$ cat src/rtl/cipher_rx_buffer_if.sv
// Receive-side bus for the cipher RX buffer.
// The master drives the encrypted byte stream and the sink-ready signal.
// The slave returns the decrypted FIFO head and the status signals.
interface cipher_rx_buffer_if #(
  parameter int DEPTH = 4
);
  localparam int CW = $clog2(DEPTH) + 1;

  logic          en;
  logic [7:0]    din;
  logic          clr;
  logic          rdy;
  logic          v;
  logic [7:0]    dout;
  logic [CW-1:0] count;
  logic          ovf;

  modport master (output en, din, clr, rdy, input v, dout, count, ovf);
  modport slave  (input en, din, clr, rdy, output v, dout, count, ovf);
endinterface

$ cat src/rtl/cipher_rx_buffer.sv
// Decrypting receive FIFO.
// Each incoming byte is XORed with an 8-bit LFSR keystream and stored in a
// show-ahead FIFO. The keystream advances on every accepted en, even when a
// byte is dropped, so that it stays in lock-step with the sender. clr resyncs
// the keystream to SEED and flushes the FIFO.
module cipher_rx_buffer #(
  parameter int         DEPTH = 4,
  parameter logic [7:0] SEED  = 8'hA5
) (
  input  logic clk,
  input  logic rst,
  cipher_rx_buffer_if.slave bus
);
  localparam int AW = (DEPTH > 1) ? $clog2(DEPTH) : 1;
  localparam int CW = $clog2(DEPTH) + 1;
  localparam logic [CW-1:0] FULL = CW'(DEPTH);

  logic [7:0]    r_mem [DEPTH];
  logic [AW-1:0] r_wptr;
  logic [AW-1:0] r_rptr;
  logic [CW-1:0] r_count;
  logic [7:0]    r_key;
  logic [7:0]    r_dout;
  logic          r_ovf;

  logic          w_full;
  logic          w_pop;
  logic          w_wr;
  logic          w_drop;
  logic [7:0]    w_key_next;
  logic [7:0]    w_byte;
  logic [AW-1:0] w_rptr_next;
  logic [CW-1:0] w_count_next;
  logic [7:0]    w_head_next;

  assign w_full       = (r_count == FULL);
  assign w_pop        = (r_count != '0) && bus.rdy && !bus.clr;
  // A pop in the same cycle frees a slot, so a full FIFO still accepts the byte.
  assign w_wr         = bus.en && !bus.clr && (!w_full || w_pop);
  assign w_drop       = bus.en && !bus.clr && w_full && !w_pop;
  assign w_key_next   = {r_key[6:0], r_key[7] ^ r_key[5] ^ r_key[4] ^ r_key[3]};
  assign w_byte       = bus.din ^ r_key;
  assign w_rptr_next  = w_pop ? (r_rptr + AW'(1)) : r_rptr;
  assign w_count_next = r_count + CW'(w_wr) - CW'(w_pop);
  // The incoming byte becomes the new head when it lands on the next read slot.
  assign w_head_next  = (w_wr && (r_wptr == w_rptr_next)) ? w_byte : r_mem[w_rptr_next];

  // FIFO storage: written only on accepted bytes, never reset.
  always_ff @(posedge clk) begin
    if (w_wr) begin
      r_mem[r_wptr] <= w_byte;
    end
  end

  // Pointers, occupancy, keystream, overflow flag and registered head byte.
  always_ff @(posedge clk or negedge rst) begin
    if (!rst) begin
      r_wptr  <= '0;
      r_rptr  <= '0;
      r_count <= '0;
      r_key   <= SEED;
      r_ovf   <= 1'b0;
      r_dout  <= 8'h00;
    end else if (bus.clr) begin
      r_wptr  <= '0;
      r_rptr  <= '0;
      r_count <= '0;
      r_key   <= SEED;
      r_ovf   <= 1'b0;
    end else begin
      if (bus.en) begin
        r_key <= w_key_next;
      end
      if (w_wr) begin
        r_wptr <= r_wptr + AW'(1);
      end
      r_rptr  <= w_rptr_next;
      r_count <= w_count_next;
      if (w_drop) begin
        r_ovf <= 1'b1;
      end
      // Hold the last head byte while the FIFO is empty.
      if (w_count_next != '0) begin
        r_dout <= w_head_next;
      end
    end
  end

  assign bus.v     = (r_count != '0);
  assign bus.dout  = r_dout;
  assign bus.count = r_count;
  assign bus.ovf   = r_ovf;
endmodule

$ cat src/flat_wrapper.sv
// flat-port wrapper written by rule: the top's interface ports become plain ports
module cipher_rx_buffer_flat 
#(
  parameter int         DEPTH = 4,
  parameter logic [7:0] SEED  = 8'hA5
)
  (clk, rst, bus_en, bus_din, bus_clr, bus_rdy, bus_v, bus_dout, bus_count, bus_ovf);
  cipher_rx_buffer_if #(.DEPTH(DEPTH)) bus_i ();
  input  logic clk;
  input  logic rst;
  input wire logic [$bits(bus_i.en)-1:0] bus_en;
  input wire logic [$bits(bus_i.din)-1:0] bus_din;
  input wire logic [$bits(bus_i.clr)-1:0] bus_clr;
  input wire logic [$bits(bus_i.rdy)-1:0] bus_rdy;
  output wire logic [$bits(bus_i.v)-1:0] bus_v;
  output wire logic [$bits(bus_i.dout)-1:0] bus_dout;
  output wire logic [$bits(bus_i.count)-1:0] bus_count;
  output wire logic [$bits(bus_i.ovf)-1:0] bus_ovf;
  assign bus_i.en = bus_en;
  assign bus_i.din = bus_din;
  assign bus_i.clr = bus_clr;
  assign bus_i.rdy = bus_rdy;
  assign bus_v = bus_i.v;
  assign bus_dout = bus_i.dout;
  assign bus_count = bus_i.count;
  assign bus_ovf = bus_i.ovf;
  cipher_rx_buffer #(.DEPTH(DEPTH), .SEED(SEED)) u_core (.clk(clk), .rst(rst), .bus(bus_i));
endmodule
$ cat config.mk
export PLATFORM = sky130hd
export DESIGN_NAME = cipher_rx_buffer_flat
export DESIGN_NICKNAME = d
export VERILOG_FILES = /design/src/rtl/cipher_rx_buffer_if.sv /design/src/rtl/cipher_rx_buffer.sv /design/src/flat_wrapper.sv
export SDC_FILE = /design/constraint.sdc
export NUM_CORES = 1
export LEC_CHECK = 0
export BUFFER_PORTS_ARGS = -buffer_cell sky130_fd_sc_hd__buf_2
export CORE_ASPECT_RATIO = 0.8
export CORE_MARGIN = 2
export CORE_UTILIZATION = 53
export DETAILED_ROUTE_END_ITERATION = 7
export PLACE_DENSITY = 0.75
export SYNTH_ARGS = -nofsm -noshare
export SYNTH_HDL_FRONTEND = slang
export SYNTH_SLANG_ARGS = --single-unit
export TNS_END_PERCENT = 5
$ cat constraint.sdc
create_clock -name clk -period 3.4 [get_ports clk]
set_clock_uncertainty 0.2 [all_clocks]
set_input_delay 0.68 -clock clk [delete_from_list [all_inputs] [get_ports clk]]
set_output_delay 0.68 -clock clk [all_outputs]
set_load 0.02 [all_outputs]
==> flow_summary.toml, run 1 <==
[yosys]
synth-edff-count = 32
synth_commonest_cells = "edfxtp_1, nor2_1, dfrtp_1"
synth_top_area_share_pct = 33.0
ys_types = 44
synth.net_count = 265
ys_seq_elements = 56
syn-cell-area_sq_um = 2910
yosys_warnings = 0
yosysTopAreaCell = "edfxtp_1"
synth-seq-area-share_pct = 53.8
synthCells = 245
syn_avg_cell_area_sq_um = 11.9
synth_area_leaders = "edfxtp_1, dfrtp_1, mux2i_1"
synthFlopType = "edfxtp_1"
yosysMostFrequentCell = "edfxtp_1"
async_flop_share_pct = 42.9

[routing]
totalWireLength_um = 5790
via_per_inst = 5.84
drtIter0Drc = 202
wire_per_inst_um = 17.4
ant_nets = 0
dr.pass1.iters = 4
dr_total_vias = 1940
remaining_drc_errors = 0

[pwr]
cellPowerDensity_nw_per_um2 = 638
leakagePower_nw = 1.28
peakVddDrop_uv = 363

[grt]
grt_usage_pct = 20.3
grt_pass1_wl_um = 9400
gr-usage-met1_pct = 30.3
use_met3_pct = 2.72
use_met2_pct = 31.0
busiest_layer = "met2"
grt_pass1_vias = 1886
antenna_found_initial = 0
overflow = 0
grt_max_degree = 34

[layout]
drive_above_1_share_pct = 21.3
design_area_sq_um = 3210
diodes = 0
fill_cells = 440
syn_to_final_growth_pct = 10.1
layout.nets = 286
register_area_sq_um = 1570
multi_input_area_sq_um = 1260
stdcell_count = 332

[clock_network]
postCtsSetupBuffers = 0
clockBufferDepth = 2
numCtsBuffers = 5
cts_resized = 0
cts_tree = "done"
clk_pin_slew_ns = 0.10
cts_root_buffer = "clkbuf_8"
hold_buffers = 0
clkLatencyLatePin_ns = 0.31
cts.sinks = 56
htree_levels = 2

[timing]
fmax_mhz = 327
hold_ws_ns = 0.143
hold_viol_final = 0
post-route-period-util_pct = 89.9
finalMaxSlewViolations = 0
slew_headroom_pct = 57.2
rsz0062_at_grt = "false"
worstMarginPinSlew_ns = 0.642
tns_ns = 0
setup_violations = 0
min_period_ns = 3.06
setup_slack_ns = 0.343

[floorplanning]
rows = 24
dieWidth_um = 86.9
dieHeight_um = 70.3
initial_utilization_pct = 54.2
core_area_sq_um = 5380
io_pins = 26
die_area_sq_um = 6110

[setup_path]
cp-start-kind = "flop"
critPathMostFrequentCell = "nor2_1"
cp_data_arrival_time_ns = 3.09
cp_slowest_stage_delay_ns = 0.46
cp-end-kind = "flop"
crit_chain = "nor4b_1, nand2b_1, nor2_1, ha_1, inv_1, fa_2, xor2_1, xnor2_1, a31oi_2, buf_4, nor2_1, a21oi_1"
path_buf_inv = 2
crit_type = "flop to flop"
cp_top_family = "simple AND/OR/NAND/NOR gates"
cp_max_fo = 16
worstPathRequired_ns = 3.43
cpMaxStageDelayCell = "nor2_1"

[placement]
io_buffers = 25
preCtsSetupSlack_ns = 0.0760
gp_congestion = 0.802
dp.cells = 324
post_dp_cell_area_sq_um = 3120
dpl.hpwl_um = 4090

[outcome]
status = "finished, final reports clean"

[job]
max_cap_viol_count = 0

[hold_path]
min_path_type = "input pin to async pin"
-- power by group --
| part | switching (mW) | internal (mW) |
|---|---|---|
| Sequential | 0.0771 | 0.830 |
| Clock | 0.214 | 0.155 |
| Combinational | 0.485 | 0.286 |
| Total | 0.775 | 1.27 |
-- metal layers --
layer / vias up / part of all wire, % / routed length, um
met4: 0 / 1.3 / 73
li1: 950 / - / -
met5: - / 0 / 0
met1: 921 / 49 / 2810
met3: 8 / 6.3 / 367
met2: 61 / 44 / 2540
-- cell families after synthesis --
group,after synthesis,synth area share (%)
xor+xnor,17,5.76
buf+inv,26,3.87
fa+ha+maj,7,3.27
mux,19,6.57
flops,56,53.8
compound gates,62,15.3
simple gates,58,11.4
-- flip-flops by register name (all words and copies together), names as in the netlist --
register and cells:
u_core.r_key 8, u_core.bus.dout 8, u_core.r_mem 32, u_core.r_wptr 2
u_core.bus.ovf 1, u_core.r_rptr 2, u_core.bus.count 3
-- layout by cell type (no fill, tap or decap), types with 2 or more instances in the layout --
cell	instances
o211ai_1	7
o21ai_0	7
edfxtp_1	32
a22oi_1	7
o31ai_1	9
nand3_1	2
a211o_1	10
buf_2	25
nor2b_1	5
inv_1	6
a21oi_1	9
mux2i_1	18
xnor2_1	6
dfstp_2	4
or3_1	2
nand2_1	3
and2_1	4
nand2b_1	3
buf_4	8
nand4b_1	7
ha_1	6
clkbuf_8	5
dfrtp_1	20
nor2_1	21
xor2_1	10
a211oi_1	8
-- worst reg2reg max path: cells and delay by family (launching register included) --
family | cells | cell delay, ns
buffers and inverters | 2 | 0.26
XOR/XNOR | 2 | 0.31
flip-flops | 1 | 0.44
adder cells (fa/ha/maj) | 2 | 0.58
AND/OR/NAND/NOR | 4 | 0.87
AO/OA/AOI/OAI | 2 | 0.31
-- final cells by class --
type / count / share of cell area, %
sequential: 56 / 48.9
multi-input combinational: 163 / 39.2
timing repair buffer: 33 / 5.78
tap: 65 / 2.54
clock buffer: 6 / 2.38
inverter: 7 / 0.820
clock inverter: 2 / 0.429
-- final timing paths --
| kind | slack, ns | to | cells past startpoint | startpoint |
|---|---|---|---|---|
| setup / recovery | 0.34 | u_core.bus.dout[1] | 12 | u_core.bus.count[2] |
| hold / removal | 0.14 | u_core.r_key[4] | 1 | rst |
| setup reg to reg | 0.34 | u_core.bus.dout[1] | 12 | u_core.bus.count[2] |
| hold reg to reg | 0.32 | u_core.bus.ovf | 2 | u_core.bus.ovf |
| max in group asynchronous | 2.47 | u_core.r_rptr[1] | 1 | rst |
| min in group clk | 0.32 | u_core.bus.ovf | 2 | u_core.bus.ovf |
-- metrics by stage --
stage               utilization, %  power (mW)
finish                        59.6        2.05
global route                  59.6        2.16
CTS                           59.6        2.05
detailed placement            58.0        1.69
global placement              58.0        1.67
floorplan                        -        1.48
No activity file was read; power rests on OpenSTA's default activity.
==> run 2, diff against run 1 <==
- MAX_ROUTING_LAYER: unset -> met4
==> flow_summary.toml, run 2 (synthesis gave the netlist of run 1 again) <==
[outcome]
status = "finished, final reports clean"

[floorplanning]
dieHeight_um = 70.3
die_area_sq_um = 6110
core_area_sq_um = 5380
rows = 24
initial_utilization_pct = 54.2
io_pins = 26
dieWidth_um = 86.9

[clock_network]
clk_pin_slew_ns = 0.10
cts_root_buffer = "clkbuf_8"
postCtsSetupBuffers = 0
cts.sinks = 56
clockBufferDepth = 2
cts_tree = "done"
clkLatencyLatePin_ns = 0.31
cts_resized = 0
numCtsBuffers = 5
htree_levels = 2
hold_buffers = 0

[grt]
grt_usage_pct = 20.8
grt_pass1_wl_um = 9380
overflow = 0
grt_pass1_vias = 1887
antenna_found_initial = 0
grt_max_degree = 34

[hold_path]
min_path_type = "input pin to async pin"

[placement]
dpl.hpwl_um = 4090
preCtsSetupSlack_ns = 0.0760
io_buffers = 25
gp_congestion = 0.814

[pwr]
p_total_mw = 2.05
power_frac_comb_pct = 37.7
cellPowerDensity_nw_per_um2 = 638
swShare_pct = 37.9
intPower_mw = 1.27
pwr-share-seq_pct = 44.3
leakagePower_nw = 1.28
pwr-share-clk_pct = 18.0
peakVddDrop_uv = 363
p_switching_uw = 775

[timing]
setup_slack_ns = 0.342
fmax_mhz = 327
tns_ns = 0
rsz0062_at_grt = "false"
slew_headroom_pct = 56.9
hold_ws_ns = 0.141
hold_viol_final = 0
min_period_ns = 3.06
setup_violations = 0
finalMaxSlewViolations = 0
post-route-period-util_pct = 89.9
worstMarginPinSlew_ns = 0.647

[setup_path]
cp_data_arrival_time_ns = 3.09
cp_max_fo = 16
cp-start-kind = "flop"
crit_type = "flop to flop"
worstPathRequired_ns = 3.43
cp-end-kind = "flop"

[routing]
dr.pass1.iters = 4
remaining_drc_errors = 0
dr_total_vias = 1933
wire_per_inst_um = 17.4
totalWireLength_um = 5770
via_per_inst = 5.82
drtIter0Drc = 214
ant_nets = 0

[layout]
layout.nets = 286
post-route-util_pct = 59.6
final_cell_mix = "edfxtp_1, buf_2, nor2_1, dfrtp_1, mux2i_1"
layout_commonest_cell = "edfxtp_1"
syn_to_final_growth_pct = 10.1
drive_above_1_share_pct = 21.3
regMostFlops = "u_core.r_mem"
diodes = 0
largest_reg_flops = 32

[job]
max_cap_viol_count = 0
-- run 2: cell counts in the layout (fill, tap and decap cells not counted) --
No cell type changed its count.
-- run 2: power groups by stage --
stage                     registers [mW]  logic [mW]  clock network [mW]
after floorplan                    0.974       0.502                   0
after global placement             0.918       0.748                   0
after detailed placement           0.922       0.767                   0
after CTS                          0.907       0.771               0.372
after global routing               0.919       0.846               0.394
final                              0.907       0.771               0.368
-- run 2: final cells by class --
class | instances | area (sq um)
Timing Repair Buffer | 33 | 185
Clock inverter | 2 | 13.8
Inverter | 7 | 26.3
Fill cell | 440 | 2170
Multi-Input combinational cell | 163 | 1260
Sequential cell | 56 | 1570
Tap cell | 65 | 81.3
Clock buffer | 6 | 76.3
-- run 2: worst paths after layout --
path	cells after the start	endpoint	slack [ns]	startpoint
worst max-delay path	12	u_core.bus.dout[1]	0.34	u_core.bus.count[2]
worst min-delay path	1	u_core.r_key[4]	0.14	rst
max in group asynchronous	1	u_core.r_rptr[1]	2.48	rst
min in group clk	2	u_core.bus.ovf	0.32	u_core.bus.ovf
worst max register to register	12	u_core.bus.dout[1]	0.34	u_core.bus.count[2]
worst min register to register	2	u_core.bus.ovf	0.32	u_core.bus.ovf
-- run 2: critical path, stage by stage, from the launching register on --
cell,delay [ns]
dfrtp_1,0.44
nor4b_1,0.17
nand2b_1,0.19
nor2_1,0.46
ha_1,0.25
inv_1,0.05
fa_2,0.33
xor2_1,0.15
xnor2_1,0.16
a31oi_2,0.16
buf_4,0.21
nor2_1,0.05
a21oi_1,0.15
-- run 2: stage by stage --
stage / std cells / cell area, sq um
3_5_place_dp: 324 / 3120
5_1_grt: 332 / 3210
2_1_floorplan: 245 / 2960
6_report: 332 / 3210
3_3_place_gp: 324 / 3120
4_1_cts: 332 / 3210
-- run 2: routing by layer --
layer / wire length, um / GRT usage [%]
met2: 2550 / 31.0
met5: 0 / -
met4: 63 / 5.90
met1: 2900 / 30.3
met3: 251 / 2.48
